File: config.mk
export PLATFORM = sky130hd
export DESIGN_NAME = radix2_scheduler
export DESIGN_NICKNAME = d
export VERILOG_FILES = /design/src/rtl/radix2_scheduler_pkg.sv /design/src/rtl/radix2_scheduler_addr_gen.sv /design/src/rtl/radix2_scheduler.sv
export SDC_FILE = /design/constraint.sdc
export NUM_CORES = 1
export LEC_CHECK = 0
export ABC_AREA = 1
export BUFFER_PORTS_ARGS = -buffer_cell sky130_fd_sc_hd__buf_2
export CORE_MARGIN = 1
export CORE_UTILIZATION = 40
export CTS_BUF_LIST = sky130_fd_sc_hd__clkbuf_8 sky130_fd_sc_hd__clkbuf_16
export DETAILED_ROUTE_END_ITERATION = 8
export GPL_TIMING_DRIVEN = 0
export HOLD_SLACK_MARGIN = 0.02
export SKIP_LAST_GASP = 1
export SLEW_MARGIN = 20
export SYNTH_ARGS = -nofsm -noshare
export SYNTH_HDL_FRONTEND = slang
export SYNTH_SLANG_ARGS = --single-unit
File: constraint.sdc
create_clock -name clk -period 3.5 [get_ports clk]
set_input_delay 0.525 -clock clk [delete_from_list [all_inputs] [get_ports clk]]
set_output_delay 0.525 -clock clk [all_outputs]
set_load 0.05 [all_outputs]
File: src/rtl/radix2_scheduler_pkg.sv
// Shared definitions for the radix-2 FFT scheduler: FSM states and the
// width of the stage index that drives the butterfly.
package radix2_scheduler_pkg;

    localparam int STAGE_W = 4;

    typedef enum logic [1:0] {
        ST_IDLE,
        ST_READ,
        ST_DRAIN,
        ST_DONE
    } state_e;

endpackage

File: src/rtl/radix2_scheduler_addr_gen.sv
// Combinational operand/twiddle addressing for butterfly k of stage s in an
// in-place radix-2 FFT: pairs are 2^s apart, groups are 2^(s+1) wide.
module radix2_addr_gen
    import radix2_scheduler_pkg::*;
#(
    parameter int LOG2N = 4
) (
    input  logic [STAGE_W-1:0] stage_i,
    input  logic [LOG2N-2:0]   k_i,
    output logic [LOG2N-1:0]   addr_a_o,
    output logic [LOG2N-1:0]   addr_b_o,
    output logic [LOG2N-2:0]   tw_o
);
    localparam int                 KW    = LOG2N - 1;
    localparam logic [STAGE_W-1:0] KW_S  = STAGE_W'(KW);
    localparam logic [STAGE_W-1:0] ONE_S = STAGE_W'(1);

    logic [KW-1:0] mask;
    logic [KW-1:0] pos;
    logic [KW-1:0] grp;

    // At s = LOG2N-1 the shift clears every bit, so the mask becomes all ones.
    always_comb begin
        mask     = ~({KW{1'b1}} << stage_i);
        pos      = k_i & mask;
        grp      = k_i >> stage_i;
        addr_a_o = ({1'b0, grp} << (stage_i + ONE_S)) | {1'b0, pos};
        addr_b_o = addr_a_o | (LOG2N'(1) << stage_i);
        tw_o     = pos << (KW_S - stage_i);
    end

endmodule

File: src/rtl/radix2_scheduler.sv
// Stage/butterfly sequencer for an in-place radix-2 FFT: issues one operand
// pair per cycle, drains the butterfly pipeline between stages.
module radix2_scheduler
    import radix2_scheduler_pkg::*;
#(
    parameter int LOG2N  = 4,
    parameter int BF_LAT = 2
) (
    input  logic               clk,
    input  logic               rst_n,
    input  logic               start,
    output logic               busy,
    output logic               done,
    output logic [STAGE_W-1:0] stage_fft,
    output logic               rd_en,
    output logic [LOG2N-1:0]   rd_addr_a,
    output logic [LOG2N-1:0]   rd_addr_b,
    output logic [LOG2N-2:0]   tw_addr,
    output logic               bf_en,
    output logic               bf_delay,
    output logic               wr_en,
    output logic [LOG2N-1:0]   wr_addr_a,
    output logic [LOG2N-1:0]   wr_addr_b
);
    localparam int                 KW     = LOG2N - 1;
    localparam int                 DW     = (BF_LAT > 1) ? $clog2(BF_LAT) : 1;
    localparam logic [KW-1:0]      K_LAST = {KW{1'b1}};
    localparam logic [KW-1:0]      K_ONE  = KW'(1);
    localparam logic [STAGE_W-1:0] S_LAST = STAGE_W'(LOG2N - 1);
    localparam logic [STAGE_W-1:0] S_ONE  = STAGE_W'(1);
    localparam logic [DW-1:0]      D_LAST = DW'(BF_LAT - 1);
    localparam logic [DW-1:0]      D_ONE  = DW'(1);

    state_e             state_q;
    logic [STAGE_W-1:0] s_q;
    logic [KW-1:0]      k_q;
    logic [DW-1:0]      d_q;
    logic               rd_en_q;
    logic               busy_q;
    logic               done_q;
    logic               bf_delay_q;

    logic [LOG2N-1:0]   ag_a;
    logic [LOG2N-1:0]   ag_b;
    logic [KW-1:0]      ag_tw;

    logic               wen_sr_q [BF_LAT];
    logic [LOG2N-1:0]   wa_sr_q  [BF_LAT];
    logic [LOG2N-1:0]   wb_sr_q  [BF_LAT];

    always_ff @(posedge clk or negedge rst_n) begin
        if (!rst_n) begin
            state_q    <= ST_IDLE;
            s_q        <= '0;
            k_q        <= '0;
            d_q        <= '0;
            rd_en_q    <= 1'b0;
            busy_q     <= 1'b0;
            done_q     <= 1'b0;
            bf_delay_q <= 1'b0;
        end else begin
            case (state_q)
                ST_IDLE: begin
                    if (start) begin
                        state_q <= ST_READ;
                        s_q     <= '0;
                        k_q     <= '0;
                        rd_en_q <= 1'b1;
                        busy_q  <= 1'b1;
                    end
                end
                ST_READ: begin
                    if (k_q == K_LAST) begin
                        state_q    <= ST_DRAIN;
                        d_q        <= '0;
                        rd_en_q    <= 1'b0;
                        bf_delay_q <= 1'b1;
                    end else begin
                        k_q <= k_q + K_ONE;
                    end
                end
                // The drain length equals the write delay, so the last write of
                // this stage lands before the first read of the next one.
                ST_DRAIN: begin
                    if (d_q == D_LAST) begin
                        bf_delay_q <= 1'b0;
                        if (s_q == S_LAST) begin
                            state_q <= ST_DONE;
                            done_q  <= 1'b1;
                        end else begin
                            state_q <= ST_READ;
                            s_q     <= s_q + S_ONE;
                            k_q     <= '0;
                            rd_en_q <= 1'b1;
                        end
                    end else begin
                        d_q <= d_q + D_ONE;
                    end
                end
                ST_DONE: begin
                    state_q <= ST_IDLE;
                    done_q  <= 1'b0;
                    busy_q  <= 1'b0;
                end
                default: begin
                    state_q <= ST_IDLE;
                end
            endcase
        end
    end

    radix2_addr_gen #(
        .LOG2N (LOG2N)
    ) u_addr_gen (
        .stage_i  (s_q),
        .k_i      (k_q),
        .addr_a_o (ag_a),
        .addr_b_o (ag_b),
        .tw_o     (ag_tw)
    );

    // Addresses are held at zero outside READ so idle/reset outputs are clean.
    assign rd_addr_a = rd_en_q ? ag_a  : '0;
    assign rd_addr_b = rd_en_q ? ag_b  : '0;
    assign tw_addr   = rd_en_q ? ag_tw : '0;

    always_ff @(posedge clk or negedge rst_n) begin
        if (!rst_n) begin
            for (int i = 0; i < BF_LAT; i++) begin
                wen_sr_q[i] <= 1'b0;
                wa_sr_q[i]  <= '0;
                wb_sr_q[i]  <= '0;
            end
        end else begin
            wen_sr_q[0] <= rd_en_q;
            wa_sr_q[0]  <= rd_addr_a;
            wb_sr_q[0]  <= rd_addr_b;
            for (int i = 1; i < BF_LAT; i++) begin
                wen_sr_q[i] <= wen_sr_q[i-1];
                wa_sr_q[i]  <= wa_sr_q[i-1];
                wb_sr_q[i]  <= wb_sr_q[i-1];
            end
        end
    end

    assign busy      = busy_q;
    assign done      = done_q;
    assign stage_fft = s_q;
    assign rd_en     = rd_en_q;
    assign bf_en     = rd_en_q;
    assign bf_delay  = bf_delay_q;
    assign wr_en     = wen_sr_q[BF_LAT-1];
    assign wr_addr_a = wa_sr_q[BF_LAT-1];
    assign wr_addr_b = wb_sr_q[BF_LAT-1];

endmodule

# Word-level counts from Yosys, hierarchy flattened
# Cells that the tools add are included.
dict set report totals {
  elab_cells 83
  register_bits 32
  inputBits 3
  out_inout_bits 29
}
dict set report classes {
  addsub 4
  eq_ne 11
  muxes 31
  n_bitwise 4
  n_reduce_logical 14
  n_shift 5
}
# operator n
set ops {}
lappend ops {{4-bit two-way mux} 5}
lappend ops {{3-bit two-way mux} 5}
lappend ops {{2-bit inequality test, second input constant} 6}
lappend ops {{5-bit AND reduction} 2}
lappend ops {{1-bit two-way mux} 9}
lappend ops {{3-bit case mux with 3 select lines} 1}
lappend ops {{3-bit AND reduction} 3}
lappend ops {{2-bit two-way mux} 4}
lappend ops {{1-bit case mux with 2 select lines} 4}
lappend ops {{2-bit case mux with 4 select lines} 1}
lappend ops {{4-bit case mux with 2 select lines} 1}
lappend ops {{2-bit nonzero test} 4}
lappend ops {{4-bit by 1-bit adder with 4-bit output, second input constant} 1}
lappend ops {{2-bit equality test, second input constant} 2}
lappend ops {{4-bit by 2-bit equality test with 1-bit output, second input constant} 1}
lappend ops {{4-bit by 3-bit bitwise OR with 4-bit output} 1}
lappend ops {{4-bit bitwise OR} 1}
lappend ops {{2-bit AND reduction} 2}
lappend ops {{4-bit AND reduction} 1}
lappend ops {{1-bit by 4-bit << shifter with 4-bit output, first input constant} 1}
lappend ops {{3-bit by 4-bit << shifter with 3-bit output} 1}
lappend ops {{3-bit by 4-bit << shifter with 3-bit output, first input constant} 1}
lappend ops {{3-bit by 4-bit << shifter with 4-bit output} 1}
lappend ops {{3-bit by 4-bit >> shifter with 3-bit output} 1}
lappend ops {{10 further kinds} 10}

# Logic depth before layout (Yosys ltp)
dict set report depth {
  ltp_word 6
  ltp_mapped 10
  depth_no_buf 9
}

# Hierarchy
# A second synthesis with hierarchy kept.
dict set report unflattened {
  cells_unflattened 205
  area_unflattened_um2 1721.7
}
# module cells_per_inst instances area_each_um2 seq_area_each_um2
set modules_own_cells {}
lappend modules_own_cells {radix2_scheduler 139 1 1318.8 800.8}
lappend modules_own_cells {radix2_addr_gen 66 1 402.9 0.0}

# Worst setup path before layout
# No wires, ideal clock.
dict set report synth_timing {
  path_kind {register -> output}
  startpoint {register s_q[2], in the netlist stage_fft[2]}
  endpoint {output port tw_addr[2]}
  path_buffers 0
  slack_ps 154
  path_stages_with_launch 8
  t_arrival_ps 2821
  required_time_ps 2975
  path_cell_list {dfrtp_1 clkinv_1 ha_1 nor2_1 nand2_1 nand2_1 o2111ai_1 a211oi_1}
}
dict set report synth_via {
  elab_chain_cells 5
  word_cells_on_any_way 6
  cone_classes {add/sub: 1; shift: 2; mux: 1; bitwise: 2}
}
# item line_no
set synth_rtl {}
lappend synth_rtl {{start, declared} radix2_scheduler.sv:35} ;# logic [STAGE_W-1:0] s_q;
lappend synth_rtl {{start signal, assigned} radix2_scheduler.sv:92} ;# s_q <= s_q + S_ONE;
lappend synth_rtl {{branches (longest 3 deep; another with 2-bit by 4-bit subtractor with 4-bit output)} -}
lappend synth_rtl {{3-bit by 4-bit << shifter with 3-bit output *} radix2_scheduler_addr_gen.sv:29} ;# tw_o = pos << (KW_S - stage_i);
lappend synth_rtl {{3-bit two-way mux *} radix2_scheduler.sv:125} ;# assign tw_addr = rd_en_q ? ag_tw : '0;
lappend synth_rtl {{end, declared} radix2_scheduler.sv:18} ;# output logic [LOG2N-2:0] tw_addr,
# Every way passes the cells marked *.

# Worst setup path after layout
# Same ends and word-level chain as after synthesis.

==> impl_summary.txt <==
----------------------------------------------------
[Yosys]
  Yosys cell types ... 25
  Synthesized net count ... 181
  Dominant register cell in the synthesized netlist ... dfrtp_1
  Most used standard cells in the synthesized netlist ... nand2_1, dfrtp_1, nor2_1, inv_1
  Synth async-reset ratio ... 1.00
  Number of synthesized register bits ... 32
  Number of flops mapped to enable cells by yosys ... 0
  Largest cells by area after synthesis ... dfrtp_1, nand2_1, buf_4, nor2_1, inv_1
  Share of the yosys chip area belonging to registers ... 0.527
  Cell area after synthesis ... 1520 um2
  Yosys synthesis warning count ... 0
  Most repeated cell in the gate-level netlist after synthesis ... nand2_1
  Top cell type by total area after synthesis ... dfrtp_1
  Share of the synthesized area in the top cell type ... 0.527
  Cell count after synthesis ... 174
  Mapped Avg Cell Area ... 8.74 um2

[Critical path]
  Type of the setup path with the least slack ... flip-flop to output pin
  Type of origin of the critical path ... flip-flop
  Crit path DAT ... 2140 ps
  Startpoint of the worst register-to-register path ... stage_fft[2]
  Worst EP required ... 2970 ps
  Crit. Startpoint ... stage_fft[2]
  Critical path endpoint category ... output pin
  Largest fanout on the critical path ... 8

[Floorplanning]
  Height of the die ... 63.7 um
  Core ar. ... 3660 um2
  Die extent in x ... 63.7 um
  FP Rows ... 22
  Die ar. ... 4050 um2
  Io pins ... 32
  Effective utilization at floorplan ... 0.415

[Final layout]
  Synth-to-layout area growth ... 21.2%
  Combined flip-flop and latch cell area ... 801 um2
  Layout filler cell count ... 353
  Layout cells sized above 1 ... 0.291
  Fin nets ... between 200 and 250
  Final cell count without fillers ... ~260
  Inserted Diodes ... 0
  Area used by multi-input combinational logic ... 557 um2

[Power and ir drop]
  Logic pwr share ... 0.535
  Net switching fraction of the power ... 0.505
  Cell Pwr Density ... 1070 nW/um2
  Sequential fraction of design power ... 0.292
  Peak VDD IR ... roughly 420 uV
  Static leakage power ... 0.00106 uW
  Internal Power ... slightly below 1000 uW
  Part of the total power dissipated in the clock network ... 0.173
  Total power of the final layout ... 1980 uW
  Power dissipated by switching net loads ... 998 uW

[Hold path]
  Worst min path class ... primary input to async pin

[Detailed routing]
  Number of iterations in the first detailed-routing pass ... 4
  Iter 0 DRT Violations ... 53
  # DRC ... 0
  Total length of routed wires ... 3140 um
  Number of nets with antenna violations after routing ... 0
  Vias ... approximately 1.2k
  DR WL/cell ... 12.0 um
  Vias/cell ... roughly 4.8

[Placed design]
  Number of input and output port buffers inserted ... 31
  Detailed placement HPWL ... 2350 um
  Worst setup timing slack at the placement stage ... 1150 ps
  Cell count after placement ... approximately 250
  Routability congestion estimate ... 0.862

[Global routing]
  Global-route usage over all layers ... 0.175
  Vias in the first global route ... 1,182
  Overall overflow remaining after global route ... 0
  Initial antenna violation count ... 0
  Pin count of the biggest net entering global routing ... 33
  Global-route wire length before repair ... 5330 um

[Run status]
  Status ... complete, no violations

[CTS]
  Clock tree from TritonCTS ... done
  Number of levels in the clock H-tree ... 2
  Number of buffers added by the clock tree synthesis step ... 5
  Post-cts hold buffer count ... 0
  Later-pin clock latency in the skew report ... 290 ps
  Buffer levels on the longest clock path ... 2
  Total setup buffers inserted after CTS ... 0
  Master cell of the clock root buffer ... clkbuf_8
  Clk pin slew, worst setup/hold paths ... 70 ps
  Cts repair resizes ... 0
  Clock sinks ... 32

[STA]
  Unrepaired setup endpoints after global routing ... no
  Setup Viol. Count Final ... 0
  Hold Violations, Final ... 0
  Final worst path period need ... between 2000 and 3000 ps
  Maximum clock rate ... 0.376 GHz
  Worst slew margin relative to its limit ... 0.547
  Post-route clock period utilization ... 0.761
  PnR worst setup slack ... 838 ps
  Slew at the pin with the worst max-slew slack ... slightly below 700 ps
  Setup TNS ... 0 ps
  Maximum clock skew at final layout ... 8.44 ps
  Slew Limit Fails ... 0

[Run]
  Max_cap viols ... 0

----------------------------------------------------
## layout make-up
| class | instances | area share |
|---|---|---|
| Sequential cell | 32 | 0.434 |
| Multi-Input combinational cell | 109 | 0.302 |
| Timing Repair Buffer | 31 | 0.0842 |
| Inverter | 22 | 0.0448 |
| Buffer | 11 | 0.0434 |
| Clock buffer | 5 | 0.0373 |
| Tap cell | 48 | 0.0326 |
| Clock inverter | 3 | 0.0210 |
## power by group through the flow
stage          registers (uW)  logic, uW  clock network (uW)
2_1_floorplan             645        765                   0
3_3_place_gp              576       1040                   0
3_5_place_dp              583       1060                   0
4_1_cts                   577       1060                 348
5_1_grt                   594       1150                 368
6_report                  576       1060                 342
## sequential cells by signal (all words and copies together), names as in the netlist, 2 cells and up
| register | count |
|---|---|
| stage_fft | 4 |
| wa_sr_q | 4 |
| wb_sr_q | 4 |
| wr_addr_a | 4 |
| wr_addr_b | 4 |
| k_q | 3 |
| state_q | 2 |
## final timing paths
path | end | slack, ps | cells after the start
worst max-delay path | tw_addr[2] | 840 | 8
worst min-delay path | bf_delay | 280 | 1
worst max register to register | stage_fft[3] | 1840 | 8
worst min register to register | wr_addr_a[3] | 350 | 0
max in group asynchronous | wr_addr_b[1] | 2780 | 1
min in group clk | wr_addr_a[3] | 350 | 0
## metrics by stage
step / instance area, um2 / hold WS, ps / utilization
after floorplan: 1520 / 229 / -
after global placement: 1740 / 332 / 0.474
after detailed placement: 1740 / 336 / 0.474
after CTS: 1840 / 302 / 0.503
after global routing: 1840 / 332 / 0.503
final: 1840 / 276 / 0.503
## worst max-delay path, cell delays in order, from the launching register on
cell       delay (ps)
dfrtp_1           400
clkinv_1          220
ha_1              390
nor2_1            110
nand2_1            70
nand2_1            70
o2111ai_1         110
a211oi_1          180
buf_2             300
## cells by family (layout without fill, tap and decap cells)
logic type | after synthesis | after routing | share of synthesized area
flops | 32 | 32 | 0.527
fa+ha+maj | 4 | 4 | 0.0329
simple gates | 78 | 78 | 0.229
compound gates | 25 | 25 | 0.0930
buf+inv | 33 | 72 | 0.107
xor+xnor | 2 | 2 | 0.0115
## metal layers
metal | global-route usage | share of wire | vias to the layer above
met5 | 0 | 0 | -
met4 | 0.0653 | 0.014 | 0
met3 | 0.0616 | 0.072 | 6
met2 | 0.282 | 0.48 | 46
met1 | 0.213 | 0.43 | 573
li1 | - | - | 621
## cells in the final DEF (no fill, tap or decap), drive strengths merged, types with 2 or more instances in the layout
master and count:
a21oi 2, a31oi 2, buf 42, clkbuf 5, clkinv 2, dfrtp 32
ha 4, inv 22, nand2 44, nand3 7, nor2 24, o21ai 15
o22ai 3, xor2 2
(Power assumes the default switching activity.)
